File: config.mk
export PLATFORM = sky130hd
export DESIGN_NAME = load_store_unit
export DESIGN_NICKNAME = d
export VERILOG_FILES = /design/src/rtl/lsu_pkg.sv /design/src/rtl/lsu_timeout_ctr.sv /design/src/rtl/load_store_unit.sv
export SDC_FILE = /design/constraint.sdc
export NUM_CORES = 1
export LEC_CHECK = 0
export ABC_AREA = 1
export CORE_MARGIN = 2
export CORE_UTILIZATION = 39
export DETAILED_ROUTE_END_ITERATION = 8
export PLACE_DENSITY = 0.83
export SLEW_MARGIN = 25
export SYNTH_ARGS = -nofsm -noshare
export SYNTH_HDL_FRONTEND = slang
export SYNTH_SLANG_ARGS = --single-unit
File: constraint.sdc
create_clock -name Clk -period 1.9 [get_ports Clk]
set_input_delay 0.19 -clock Clk [delete_from_list [all_inputs] [get_ports Clk]]
set_output_delay 0.19 -clock Clk [all_outputs]
set_load 0.05 [all_outputs]
File: src/rtl/lsu_pkg.sv
// Shared definitions for the load/store unit: FSM state encoding and default timeout.
package lsu_pkg;

    typedef enum logic [1:0] {
        IDLE   = 2'd0,
        ACCESS = 2'd1,
        DONE   = 2'd2
    } lsu_state_t;

    localparam int LSU_TIMEOUT_DEFAULT = 16;

endpackage

File: src/rtl/lsu_timeout_ctr.sv
// Wait counter for the ACCESS state; flags expiry on the last allowed cycle.
module lsu_timeout_ctr #(
    parameter int TIMEOUT = lsu_pkg::LSU_TIMEOUT_DEFAULT,
    parameter int CNT_W   = $clog2(TIMEOUT) + 1
) (
    input  logic clk,
    input  logic rst,
    input  logic clear,
    input  logic enable,
    output logic expire
);

    logic [CNT_W-1:0] count;

    // Count waiting cycles; clear wins so the count starts at zero on ACCESS entry.
    always_ff @(posedge clk) begin
        if (rst || clear) begin
            count <= '0;
        end else if (enable) begin
            count <= count + 1'b1;
        end
    end

    assign expire = enable && (count == CNT_W'(TIMEOUT - 1));

endmodule

File: src/rtl/load_store_unit.sv
// Single-outstanding word load/store unit between the execute stage and memory.
module load_store_unit
    import lsu_pkg::*;
#(
    parameter int TIMEOUT = LSU_TIMEOUT_DEFAULT
) (
    input  logic        Clk,
    input  logic        Reset,
    input  logic        Start,
    input  logic        MemRead,
    input  logic        MemWrite,
    input  logic [31:0] Address,
    input  logic [31:0] WriteData,
    output logic        Busy,
    output logic        Done,
    output logic [31:0] ReadData,
    output logic        Err,
    output logic        MemReq,
    output logic        MemWe,
    output logic [29:0] MemAddr,
    output logic [31:0] MemWData,
    input  logic        MemAck,
    input  logic [31:0] MemRData
);

    lsu_state_t state;

    logic one_op;
    logic aligned;
    logic accept;
    logic reject;
    logic expire;

    // Exactly one of read/write selects a legal op; both set is illegal, neither is a no-op.
    assign one_op  = MemRead ^ MemWrite;
    assign aligned = (Address[1:0] == 2'b00);
    assign accept  = (state == IDLE) && Start && one_op && aligned;
    assign reject  = (state == IDLE) && Start && ((MemRead && MemWrite) || (one_op && !aligned));

    assign Busy = (state != IDLE);

    lsu_timeout_ctr #(
        .TIMEOUT (TIMEOUT)
    ) u_timeout_ctr (
        .clk    (Clk),
        .rst    (Reset),
        .clear  (accept),
        .enable (state == ACCESS),
        .expire (expire)
    );

    // Control FSM with registered memory-side and completion outputs.
    always_ff @(posedge Clk) begin
        if (Reset) begin
            state    <= IDLE;
            Done     <= 1'b0;
            Err      <= 1'b0;
            MemReq   <= 1'b0;
            MemWe    <= 1'b0;
            MemAddr  <= '0;
            MemWData <= '0;
            ReadData <= '0;
        end else begin
            Done <= 1'b0;
            Err  <= 1'b0;
            case (state)
                IDLE: begin
                    if (accept) begin
                        MemAddr  <= Address[31:2];
                        MemWData <= WriteData;
                        MemWe    <= MemWrite;
                        MemReq   <= 1'b1;
                        state    <= ACCESS;
                    end else if (reject) begin
                        Done  <= 1'b1;
                        Err   <= 1'b1;
                        state <= DONE;
                    end
                end
                ACCESS: begin
                    // Ack takes priority over a coincident timeout.
                    if (MemAck) begin
                        if (!MemWe) begin
                            ReadData <= MemRData;
                        end
                        MemReq <= 1'b0;
                        MemWe  <= 1'b0;
                        Done   <= 1'b1;
                        state  <= DONE;
                    end else if (expire) begin
                        MemReq <= 1'b0;
                        MemWe  <= 1'b0;
                        Done   <= 1'b1;
                        Err    <= 1'b1;
                        state  <= DONE;
                    end
                end
                DONE: begin
                    state <= IDLE;
                end
                default: begin
                    state <= IDLE;
                end
            endcase
        end
    end

endmodule

==> results of run 1 <==
-- path summary, 6_finish.rpt --
check / from / end / cells past startpoint
worst max-delay path: MemWe / MemWe / 1
worst min-delay path: WriteData[8] / MemWData[8] / 3
worst max register to register: state[0] / ReadData[15] / 7
worst min register to register: u_timeout_ctr.count[4] / u_timeout_ctr.count[4] / 2
-- metal layers --
layer | routed length, µm | vias to the layer above | part of all wire
met5 | 0 | - | 0
met4 | 110 | 0 | 0.010
met3 | 1040 | 11 | 0.097
met2 | 5280 | 150 | 0.49
met1 | 4360 | 1697 | 0.40
li1 | - | 1897 | -
-- cells in the final DEF, fill, tap and decap left out, types with 3 or more instances in the layout --
| cell type | n |
|---|---|
| sky130_fd_sc_hd__clkbuf_8 | 9 |
| sky130_fd_sc_hd__ha_1 | 3 |
| sky130_fd_sc_hd__nand2_1 | 13 |
| sky130_fd_sc_hd__a21oi_1 | 10 |
| sky130_fd_sc_hd__clkinvlp_4 | 3 |
| sky130_fd_sc_hd__inv_1 | 6 |
| sky130_fd_sc_hd__dfxtp_1 | 105 |
| sky130_fd_sc_hd__buf_4 | 3 |
| sky130_fd_sc_hd__o21ai_0 | 96 |
| sky130_fd_sc_hd__clkdlybuf4s50_1 | 199 |
| sky130_fd_sc_hd__inv_2 | 5 |
| sky130_fd_sc_hd__buf_12 | 4 |
| sky130_fd_sc_hd__nor2_1 | 195 |
-- metrics by stage --
step	power [µW]	setup WS (ps)
2_1_floorplan	2740	576
3_3_place_gp	3120	106
3_5_place_dp	3130	70.0
4_1_cts	4390	62.6
5_1_grt	4530	40.5
6_report	4350	86.7
-- power by group through the flow --
stage	clock network (µW)	logic, µW	registers [µW]
floorplan	0	144	2590
global placement	0	769	2350
detailed placement	0	778	2360
CTS	1300	781	2310
global route	1390	825	2320
finish	1260	778	2310
-- cells by family after synthesis --
| kind of cell | share of synthesized area |
|---|---|
| flops | 0.560 |
| fa+ha+maj | 0.0100 |
| buf+inv | 0.0520 |
| compound gates | 0.143 |
| simple gates | 0.230 |
| xor+xnor | 0.00467 |
-- flip-flops by register name (all words and copies together) (netlist names) --
register,count
state,2
Done,1
MemWData,32
MemReq,1
MemWe,1
ReadData,32
u_timeout_ctr.count,5
Err,1
MemAddr,30
-- layout make-up --
class | count | area [µm²] | area share
Clock buffer | 9 | 124 | 0.0205
Clock inverter | 7 | 53.8 | 0.00892
Sequential cell | 105 | 2100 | 0.348
Inverter | 11 | 41.3 | 0.00685
Multi-Input combinational cell | 330 | 1460 | 0.241
Timing Repair Buffer | 206 | 2090 | 0.347
Tap cell | 129 | 161 | 0.0268
==> impl_summary.log, run 1 <==
INFO  metric postRouteWirelength = approximately 11 mm
INFO  metric fp.dieArea = ~0.010 mm²
INFO  metric first_pass_iters = 4
INFO  metric cts_tree = yes
INFO  metric critical_path.startpoint_type = flop
INFO  metric cp_slowest_cell = sky130_fd_sc_hd__clkdlybuf4s50_1
INFO  metric ys_seq_area_frac = 0.560
INFO  metric detail_route.drc_violations = 0
INFO  metric antenna_diode_count = 0
INFO  metric top_cell_family_by_delay_on_the_critical_path = buffers and inverters
INFO  metric pwr_density_cell = 721 mW/mm²
INFO  metric max-slew-margin-rel = 0.632
INFO  metric worstPathRequired = 1710 ps
INFO  metric clock_skew = between 10 and 15 ps
INFO  metric ys_seq_elements = ~110
INFO  metric timing.critical_path.to_type = output port
INFO  metric num_io_pins = 201
INFO  metric cts_resized = 0
INFO  metric synth_enable_flop_cells = 0
INFO  metric clock-sinks = ~110
INFO  metric cts_root_buffer = sky130_fd_sc_hd__clkbuf_8
INFO  metric core_area = approximately 0.0093 mm²
INFO  metric placementRows = 35
INFO  metric result_of_the_run = complete, no violations
INFO  metric top_usage_layer = met2
INFO  metric met2_usage = 0.346
INFO  metric postSynthNetCount = 580
INFO  metric critPathArrivalTime = between 1500 and 2000 ps
INFO  metric num-fill-cells = between 700 and 800
INFO  metric grt_setup_unrepaired = false
INFO  metric clk_pin_slew_worst_paths = between 100 and 150 ps
INFO  metric critical_path_buf_inv_count = 1
INFO  metric path_max_fanout = 3
INFO  metric mean_instance_size_in_the_synthesized_netlist = ~7.9 µm²
INFO  metric critical_path_class = reg -> out
INFO  metric num-nets-final = between 700 and 800
INFO  metric syn_area = approximately 0.0038 mm²
INFO  metric floorplan.initialDensity = 0.404
INFO  metric worst_ir_drop_vdd = between 0.3 and 0.4 mV
INFO  metric final-instance-count-excl-fill = approximately 800
INFO  metric cts_htree_levels = 3
INFO  metric grt_util_met3 = 0.0773
INFO  metric overflow_left_after_global_routing = 0
INFO  metric fmax = 551 MHz
INFO  metric pin_count_of_the_biggest_net_entering_global_routing = 95
INFO  metric min_path_type = in -> reg
INFO  metric grt_pass1_vias = about 3600
INFO  metric die_w = approximately 100 µm
INFO  metric finalCritPeriodShare = 0.954
INFO  metric timing.critical_path.cells = clkdlybuf4s50_1
INFO  metric synth.most_common_cell = sky130_fd_sc_hd__nor2_1
INFO  metric die_h = about 100 µm
INFO  metric yosysUniqueCellTypes = 21
INFO  metric final-setup-viol-count = 0
INFO  metric cell_internal_pwr = around 3100 µW
INFO  metric cts_hold_repair.buffers = 0
INFO  metric ys_async_sr_fraction = 0
INFO  metric dr_total_vias = approximately 3800
INFO  metric power_frac_comb = 0.179
INFO  metric detail-route-antenna-nets = 0
INFO  metric antenna_found_initial = 0
INFO  metric worstMarginPinSlew = 550 ps
INFO  metric timing.hold.ws = roughly 400 ps
INFO  metric synth_top_cells_by_count = sky130_fd_sc_hd__nor2_1 (195), sky130_fd_sc_hd__dfxtp_1 (105), sky130_fd_sc_hd__o21ai_0 (96), sky130_fd_sc_hd__clkbuf_1 (18), sky130_fd_sc_hd__nand2_1 (13)
INFO  metric post-route-util = 0.650
INFO  metric power.static_leakage = 0.00246 µW
INFO  metric layout-area-overhead-vs-synth = 60.8%
INFO  metric final_max_slew_viol_count = 0
INFO  metric setup-tns-final = 0 ps
INFO  metric slowest_delay = 860 ps
INFO  metric globalRouteTotalUtil = 0.203
INFO  metric p_switching = roughly 1200 µW
INFO  metric finalCriticalPeriod = between 1500 and 2000 ps
INFO  metric placer_s_final_routability_congestion_estimate = roughly 0.79
INFO  metric postLayoutCellArea = about 0.0060 mm²
INFO  metric placedInstanceArea = ~0.006 mm²
INFO  metric seq_power_share = 0.531
INFO  metric synthCells = 475
INFO  metric insertion_delay_to_the_later_sink_of_the_worst_skew_pair = 360 ps
INFO  metric synth_top_area_share = 0.560
INFO  metric drt_iter0_markers = 145
INFO  metric port-buffer-count = 200
INFO  metric yosysWarningCount = 0
INFO  metric finalHoldViolCount = 0
INFO  metric drive_above_1_share = 0.0494
INFO  metric maxCapViolCount = 0
INFO  metric grtUsageMet1 = 0.241
INFO  metric placedCellCount = slightly below 800
INFO  metric clock_tree.buffer_depth = 2
INFO  metric detailed_place_hpwl = between 7 and 8 mm
INFO  metric clock_power_share = 0.290
INFO  metric cts_inserted_buffers = 9
INFO  metric via_per_inst = between 4 and 5
INFO  metric ys.flop_type = sky130_fd_sc_hd__dfxtp_1
INFO  metric leading_cell_types_by_total_area_after_synthesis = sky130_fd_sc_hd__dfxtp_1 (56%), sky130_fd_sc_hd__nor2_1 (20%), sky130_fd_sc_hd__o21ai_0 (13%)
INFO  metric number_of_buffers_added_for_setup_after_cts = 0
INFO  metric grt_first_pass_wirelength = 17.0 mm
INFO  metric reg2reg_slack = 260 ps
INFO  metric swShare = 0.286
INFO  metric synth_top_area_cell = sky130_fd_sc_hd__dfxtp_1
INFO  metric wl_per_cell = ~14 µm
No activity file was read; power rests on OpenSTA's default activity.
==> inputs of run 2 (changes only) <==
--- a/config.mk
+++ b/config.mk
@@ -6,8 +6,9 @@
 export NUM_CORES = 1
 export LEC_CHECK = 0
 export ABC_AREA = 1
-export CORE_MARGIN = 2
+export CORE_MARGIN = 1
 export CORE_UTILIZATION = 39
+export CTS_CLUSTER_SIZE = 14
 export DETAILED_ROUTE_END_ITERATION = 8
 export PLACE_DENSITY = 0.83
 export SLEW_MARGIN = 25
==> constraint.sdc (replaced) <==
create_clock -name Clk -period 1.9 [get_ports Clk]
set_input_delay 0.19 -clock Clk [delete_from_list [all_inputs] [get_ports Clk]]
set_output_delay 0.19 -clock Clk [all_outputs]
set_load 0.02 [all_outputs]
==> run 2 against run 1 <==
Sequential share of layout area hardly changed. Hold slack got worse by 3.4 ps. Power is 1.1% lower. Non-clock buffer count unchanged. Fmax increased by 3.6%. Wire length shrank 0.72%. Clock skew up 4.9 ps. Clock-buffer cell count is 1 higher. Critical path depth grew 2. Combinational power fell by 20%. Critical path type unchanged.
==> impl_summary.log, run 2 (synthesis gave the netlist of run 1 again) <==
INFO  metric result_of_the_run = complete, no violations
INFO  metric maxCapViolCount = 0
INFO  metric p_switching = between 1000 and 1500 µW
INFO  metric drive_above_1_share = 0.0465
INFO  metric whs_path_depth = 3
INFO  metric power_frac_comb = 0.144
INFO  metric num_io_pins = roughly 200
INFO  metric power.static_leakage = 0.00247 µW
INFO  metric floorplan.initialDensity = 0.404
INFO  metric wl_per_cell = 13.5 µm
INFO  metric cts_tree = yes
INFO  metric grt_pass1_vias = roughly 3600
INFO  metric grt_first_pass_wirelength = roughly 17 mm
INFO  metric drt_iter0_markers = approximately 140
INFO  metric pin_count_of_the_biggest_net_entering_global_routing = between 70 and 80
INFO  metric insertion_delay_to_the_later_sink_of_the_worst_skew_pair = between 300 and 400 ps
INFO  metric path_max_fanout = 3
INFO  metric swShare = 0.243
INFO  metric cts_htree_levels = 3
INFO  metric cts_root_buffer = sky130_fd_sc_hd__clkbuf_8
INFO  metric reg2reg_slack = 290 ps
INFO  metric num-nets-final = roughly 770
INFO  metric critical_path_class = reg -> out
INFO  metric detail-route-antenna-nets = 0
INFO  metric worstMarginPinSlew = between 500 and 600 ps
INFO  metric antenna_diode_count = 0
INFO  metric worst_hold_start = MemRData[5]
INFO  metric overflow_left_after_global_routing = 0
INFO  metric rr_endpoint = ReadData[18]
INFO  metric cp_slowest_cell = sky130_fd_sc_hd__clkdlybuf4s50_1
INFO  metric worst_ir_drop_vdd = approximately 0.34 mV
INFO  metric antenna_found_initial = 0
INFO  metric min_path_type = in -> reg
INFO  metric pwr_density_cell = 712 mW/mm²
INFO  metric worstPathRequired = approximately 1700 ps
INFO  metric final-instance-count-excl-fill = between 700 and 800
INFO  metric finalCritPeriodShare = 0.922
INFO  metric seq_power_share = 0.536
INFO  metric clock-sinks = between 100 and 150
INFO  metric critPathArrivalTime = between 1500 and 2000 ps
INFO  metric core_area = 0.00928 mm²
INFO  metric grt_setup_unrepaired = false
INFO  metric dr_total_vias = about 3700
INFO  metric reg2reg_depth = 7
INFO  metric via_per_inst = around 4.7
INFO  metric first_pass_iters = 4
INFO  metric cts_inserted_buffers = 9
INFO  metric layout-area-overhead-vs-synth = 60.9%
INFO  metric port-buffer-count = 200
INFO  metric die_w = around 100 µm
INFO  metric fmax = between 500 and 600 MHz
INFO  metric clk_pin_slew_worst_paths = 100 ps
INFO  metric critical_path.startpoint_type = flop
INFO  metric timing.critical_path.cells = inv_1 > nand2_1 > clkdlybuf4s50_1
INFO  metric clock_skew = about 15 ps
INFO  metric placer_s_final_routability_congestion_estimate = 0.742
INFO  metric largest_registers = MemWData: 32 flops, ReadData: 32 flops, MemAddr: 30 flops
INFO  metric hold_path_end = ReadData[5]
INFO  metric slowest_delay = around 620 ps
INFO  metric die_h = ~100 µm
INFO  metric timing.critical_path.to_type = output port
INFO  metric layout_commonest_cell = sky130_fd_sc_hd__clkdlybuf4s50_1
INFO  metric cts_hold_repair.buffers = 0
INFO  metric number_of_buffers_added_for_setup_after_cts = 0
INFO  metric finalHoldViolCount = 0
INFO  metric max-slew-margin-rel = 0.657
INFO  metric placedCellCount = 781
INFO  metric setup-tns-final = 0 ps
INFO  metric reg2reg_from = state[0]
INFO  metric finalCriticalPeriod = between 1500 and 2000 ps
INFO  metric detailed_place_hpwl = between 7 and 8 mm
INFO  metric final-setup-viol-count = 0
INFO  metric clock_tree.buffer_depth = 2
INFO  metric final_max_slew_viol_count = 0
INFO  metric postRouteWirelength = between 10 and 15 mm
INFO  metric globalRouteTotalUtil = 0.214
INFO  metric fp.dieArea = 0.0100 mm²
INFO  metric clock_power_share = 0.320
INFO  metric cell_internal_pwr = ~3300 µW
INFO  metric placementRows = 35
INFO  metric cts_resized = 0
INFO  metric mostFrequentLayoutCells = sky130_fd_sc_hd__clkdlybuf4s50_1 (200), sky130_fd_sc_hd__nor2_1 (195), sky130_fd_sc_hd__dfxtp_1 (105)
INFO  metric detail_route.drc_violations = 0
run 2: power by group through the flow:
stage / clock (µW) / combinational, µW / sequential (µW)
CTS: 1410 / 623 / 2310
detailed placement: 0 / 619 / 2360
floorplan: 0 / 140 / 2440
global route: 1520 / 665 / 2320
global placement: 0 / 613 / 2350
finish: 1370 / 619 / 2310
run 2: worst max path at each step:
stage | start | end | slack (ps)
finish | state[1] | Busy | 150
global route | state[1] | Busy | 40
CTS | state[1] | Busy | 120
detailed placement | MemWrite | u_timeout_ctr.count[2] | 90
global placement | MemWrite | MemWe | 140
floorplan | u_timeout_ctr.count[0] | u_timeout_ctr.count[4] | 580
run 2: metrics by stage:
stage | area, µm² | power (µW) | hold slack (ps) | utilization | setup slack, ps
global route | 6040 | 4500 | 404 | 0.650 | 36.1
floorplan | 3750 | 2580 | 259 | - | 576
global placement | 5840 | 2970 | 448 | 0.630 | 138
CTS | 6040 | 4340 | 391 | 0.650 | 125
finish | 6040 | 4300 | 404 | 0.650 | 149
detailed placement | 5840 | 2970 | 467 | 0.630 | 89.8
run 2: metal layers:
metal,up-vias,share of wire,global-route usage
li1,1893,-,-
met1,1684,0.42,0.255
met2,136,0.48,0.369
met3,11,0.085,0.0682
met4,0,0.010,0.0635
met5,-,0,0
run 2: worst max-delay path, delay by kind of cell, from the launching register on:
family	cells	cell delay (ps)
buffers and inverters	2	720
AND/OR/NAND/NOR	1	90
flip-flops	1	400
run 2: final cells by class:
class / count / area [µm²]
inverters: 11 / 41.3
repair buffers: 206 / 2080
multi-input cells: 330 / 1460
fillers: 799 / 3250
well taps: 129 / 161
clock inverters: 5 / 56.3
flip-flops and latches: 105 / 2100
clock buffers: 10 / 138
==> inputs of run 3 (changes only) <==
--- a/config.mk
+++ b/config.mk
@@ -7,10 +7,11 @@
 export LEC_CHECK = 0
 export ABC_AREA = 1
 export CORE_MARGIN = 1
-export CORE_UTILIZATION = 39
+export CORE_UTILIZATION = 62
 export CTS_CLUSTER_SIZE = 14
 export DETAILED_ROUTE_END_ITERATION = 8
-export PLACE_DENSITY = 0.83
+export DONT_BUFFER_PORTS = 1
+export PLACE_DENSITY = 0.81
 export SLEW_MARGIN = 25
 export SYNTH_ARGS = -nofsm -noshare
 export SYNTH_HDL_FRONTEND = slang
==> run 3 against run 2 <==
The flow now finishes with violations (hold timing). Fmax increased by 8.5%. Largest cell class unchanged. Sequential share of layout area increased by 8.5 points. Critical path depth grew 4. Die area decreased by 36%. Clock power increased by 11%. Core utilization increased by 20 points. Register-to-register slack barely moved. Clock skew down 6.3 ps. Sequential power is 4% higher. Global-route usage up 14 points. Setup slack gained 140 ps. Via count shrank 2.5%.
==> impl_summary.log, run 3 (synthesis gave the netlist of run 1 again) <==
INFO  metric cts_tree = yes
INFO  metric critical_path.startpoint_type = flop
INFO  metric cts_root_buffer = sky130_fd_sc_hd__clkbuf_8
INFO  metric grt_first_pass_wirelength = between 15 and 20 mm
INFO  metric detail_route.drc_violations = 0
INFO  metric placedInstanceArea = approximately 0.0037 mm²
INFO  metric first_pass_iters = 5
INFO  metric timing.critical_path.cells = inv_2 > nor2_4 > inv_2 > nor3_4 > buf_4 > o21ai_0 > nor2_1
INFO  metric finalCritPeriodShare = 0.850
INFO  metric final_max_slew_viol_count = 0
INFO  metric worstPathRequired = 2180 ps
INFO  metric clock_skew = between 8 and 9 ps
INFO  metric placer_s_final_routability_congestion_estimate = 0.815
INFO  metric timing.hold.ws = -4.82 ps
INFO  metric min_path_type = in -> reg
INFO  metric postRouteWirelength = around 12 mm
INFO  metric critical_path.most_common_cell = sky130_fd_sc_hd__inv_2
INFO  metric pin_count_of_the_biggest_net_entering_global_routing = 76
INFO  metric postLayoutCellArea = about 0.0049 mm²
INFO  metric overflow_left_after_global_routing = 0
INFO  metric clk_pin_slew_worst_paths = 100 ps
INFO  metric globalRouteTotalUtil = 0.355
INFO  metric timing.critical_path.to_type = flop
INFO  metric num-fill-cells = ~310
INFO  metric number_of_buffers_added_for_setup_after_cts = 0
INFO  metric die_w = ~80 µm
INFO  metric cp_slowest_cell = sky130_fd_sc_hd__dfxtp_1
INFO  metric num-nets-final = about 660
INFO  metric critical_path_class = reg -> reg
INFO  metric antenna_found_initial = 0
INFO  metric wl_per_cell = between 15 and 20 µm
INFO  metric maxCapViolCount = 0
INFO  metric result_of_the_run = finished with violations
INFO  metric cts_resized = 0
INFO  metric cts_hold_repair.buffers = 85
INFO  metric path_max_fanout = 32
INFO  metric clock-sinks = approximately 110
INFO  metric floorplan.initialDensity = 0.661
INFO  metric drt_iter0_markers = 289
INFO  metric power.static_leakage = 0.00210 µW
INFO  metric finalHoldViolCount = 2
INFO  metric fp.dieArea = between 0.006 and 0.007 mm²
INFO  metric drive_above_1_share = 0.0540
INFO  metric insertion_delay_to_the_later_sink_of_the_worst_skew_pair = approximately 360 ps
INFO  metric dr_total_vias = roughly 3600
INFO  metric max-slew-margin-rel = 0.653
INFO  metric core_area = between 0.005 and 0.006 mm²
INFO  metric clock_tree.buffer_depth = 2
INFO  metric port-buffer-count = 0
INFO  metric finalCriticalPeriod = ~1600 ps
INFO  metric grt_setup_unrepaired = false
INFO  metric detailed_place_hpwl = about 6 mm
INFO  metric via_per_inst = between 5 and 6
INFO  metric violated_checks = hold timing
INFO  metric setup-tns-final = 0 ps
INFO  metric worst_ir_drop_vdd = 0.715 mV
INFO  metric layout_commonest_cell = sky130_fd_sc_hd__nor2_1
INFO  metric die_h = ~80 µm
INFO  metric fmax = 620 MHz
INFO  metric layout-area-overhead-vs-synth = 29.3%
INFO  metric placementRows = 27
INFO  metric final-setup-viol-count = 0
INFO  metric grt_pass1_vias = 3537
INFO  metric num_io_pins = between 200 and 250
INFO  metric mostFrequentLayoutCells = sky130_fd_sc_hd__nor2_1 (195), sky130_fd_sc_hd__dfxtp_1 (105), sky130_fd_sc_hd__o21ai_0 (96)
INFO  metric slowest_delay = between 300 and 400 ps
INFO  metric largest_registers = MemWData: 32 flops, ReadData: 32 flops, MemAddr: 30 flops
INFO  metric worstMarginPinSlew = between 500 and 600 ps
INFO  metric cts_inserted_buffers = 9
INFO  metric area.sequential = ~0.0021 mm²
INFO  metric critPathArrivalTime = 1890 ps
INFO  metric cts_htree_levels = 3
INFO  metric detail-route-antenna-nets = 0
INFO  metric multiInputGateArea = 0.00146 mm²
INFO  metric pwr_density_cell = about 900 mW/mm²
[run 3: path summary, 6_finish.rpt]
check / startpoint / slack [ps] / to / cells after the start
worst max-delay path: state[0] / 290 / ReadData[17] / 7
worst max register to register: state[0] / 290 / ReadData[17] / 7
worst min register to register: u_timeout_ctr.count[4] / 470 / u_timeout_ctr.count[4] / 2
worst min-delay path: Address[15] / -5 / MemAddr[13] / 2
[run 3: power by group]
part / switching [µW] / internal [µW]
clock network: 738 / 783
logic: 164 / 174
registers: 137 / 2270
total: 1040 / 3230
[run 3: critical path, delay by kind of cell, from the launching register on]
family / cells / cell delay [ps]
buf+inv: 3 / 500
simple gates: 3 / 500
flops: 1 / 360
compound gates: 1 / 190
[run 3: layer usage]
| layer | track usage | vias to the layer above | wire length, µm |
|---|---|---|---|
| li1 | - | 1668 | - |
| met1 | 0.360 | 1683 | 3870 |
| met2 | 0.626 | 239 | 6120 |
| met3 | 0.112 | 41 | 1140 |
| met4 | 0.227 | 0 | 428 |
| met5 | 0 | - | 0 |
[run 3: final cells by class]
cell class              instances  area share
diodes                          1    0.000516
clock buffers                  12      0.0299
clock inverters                 4      0.0157
inverters                      11     0.00851
multi-input cells             330       0.300
flip-flops and latches        105       0.433
well taps                      72      0.0186
repair buffers                 94       0.193
[run 3: through the flow]
stage	cells	utilization	hold WS, ps	setup WS (ps)	power, µW
2_1_floorplan	475	-	259	576	2580
6_report	629	0.855	-4.82	286	4270
3_3_place_gp	524	0.660	260	528	2610
3_5_place_dp	524	0.660	262	461	2620
4_1_cts	625	0.849	0.315	439	4230
5_1_grt	628	0.854	-0.405	148	4410
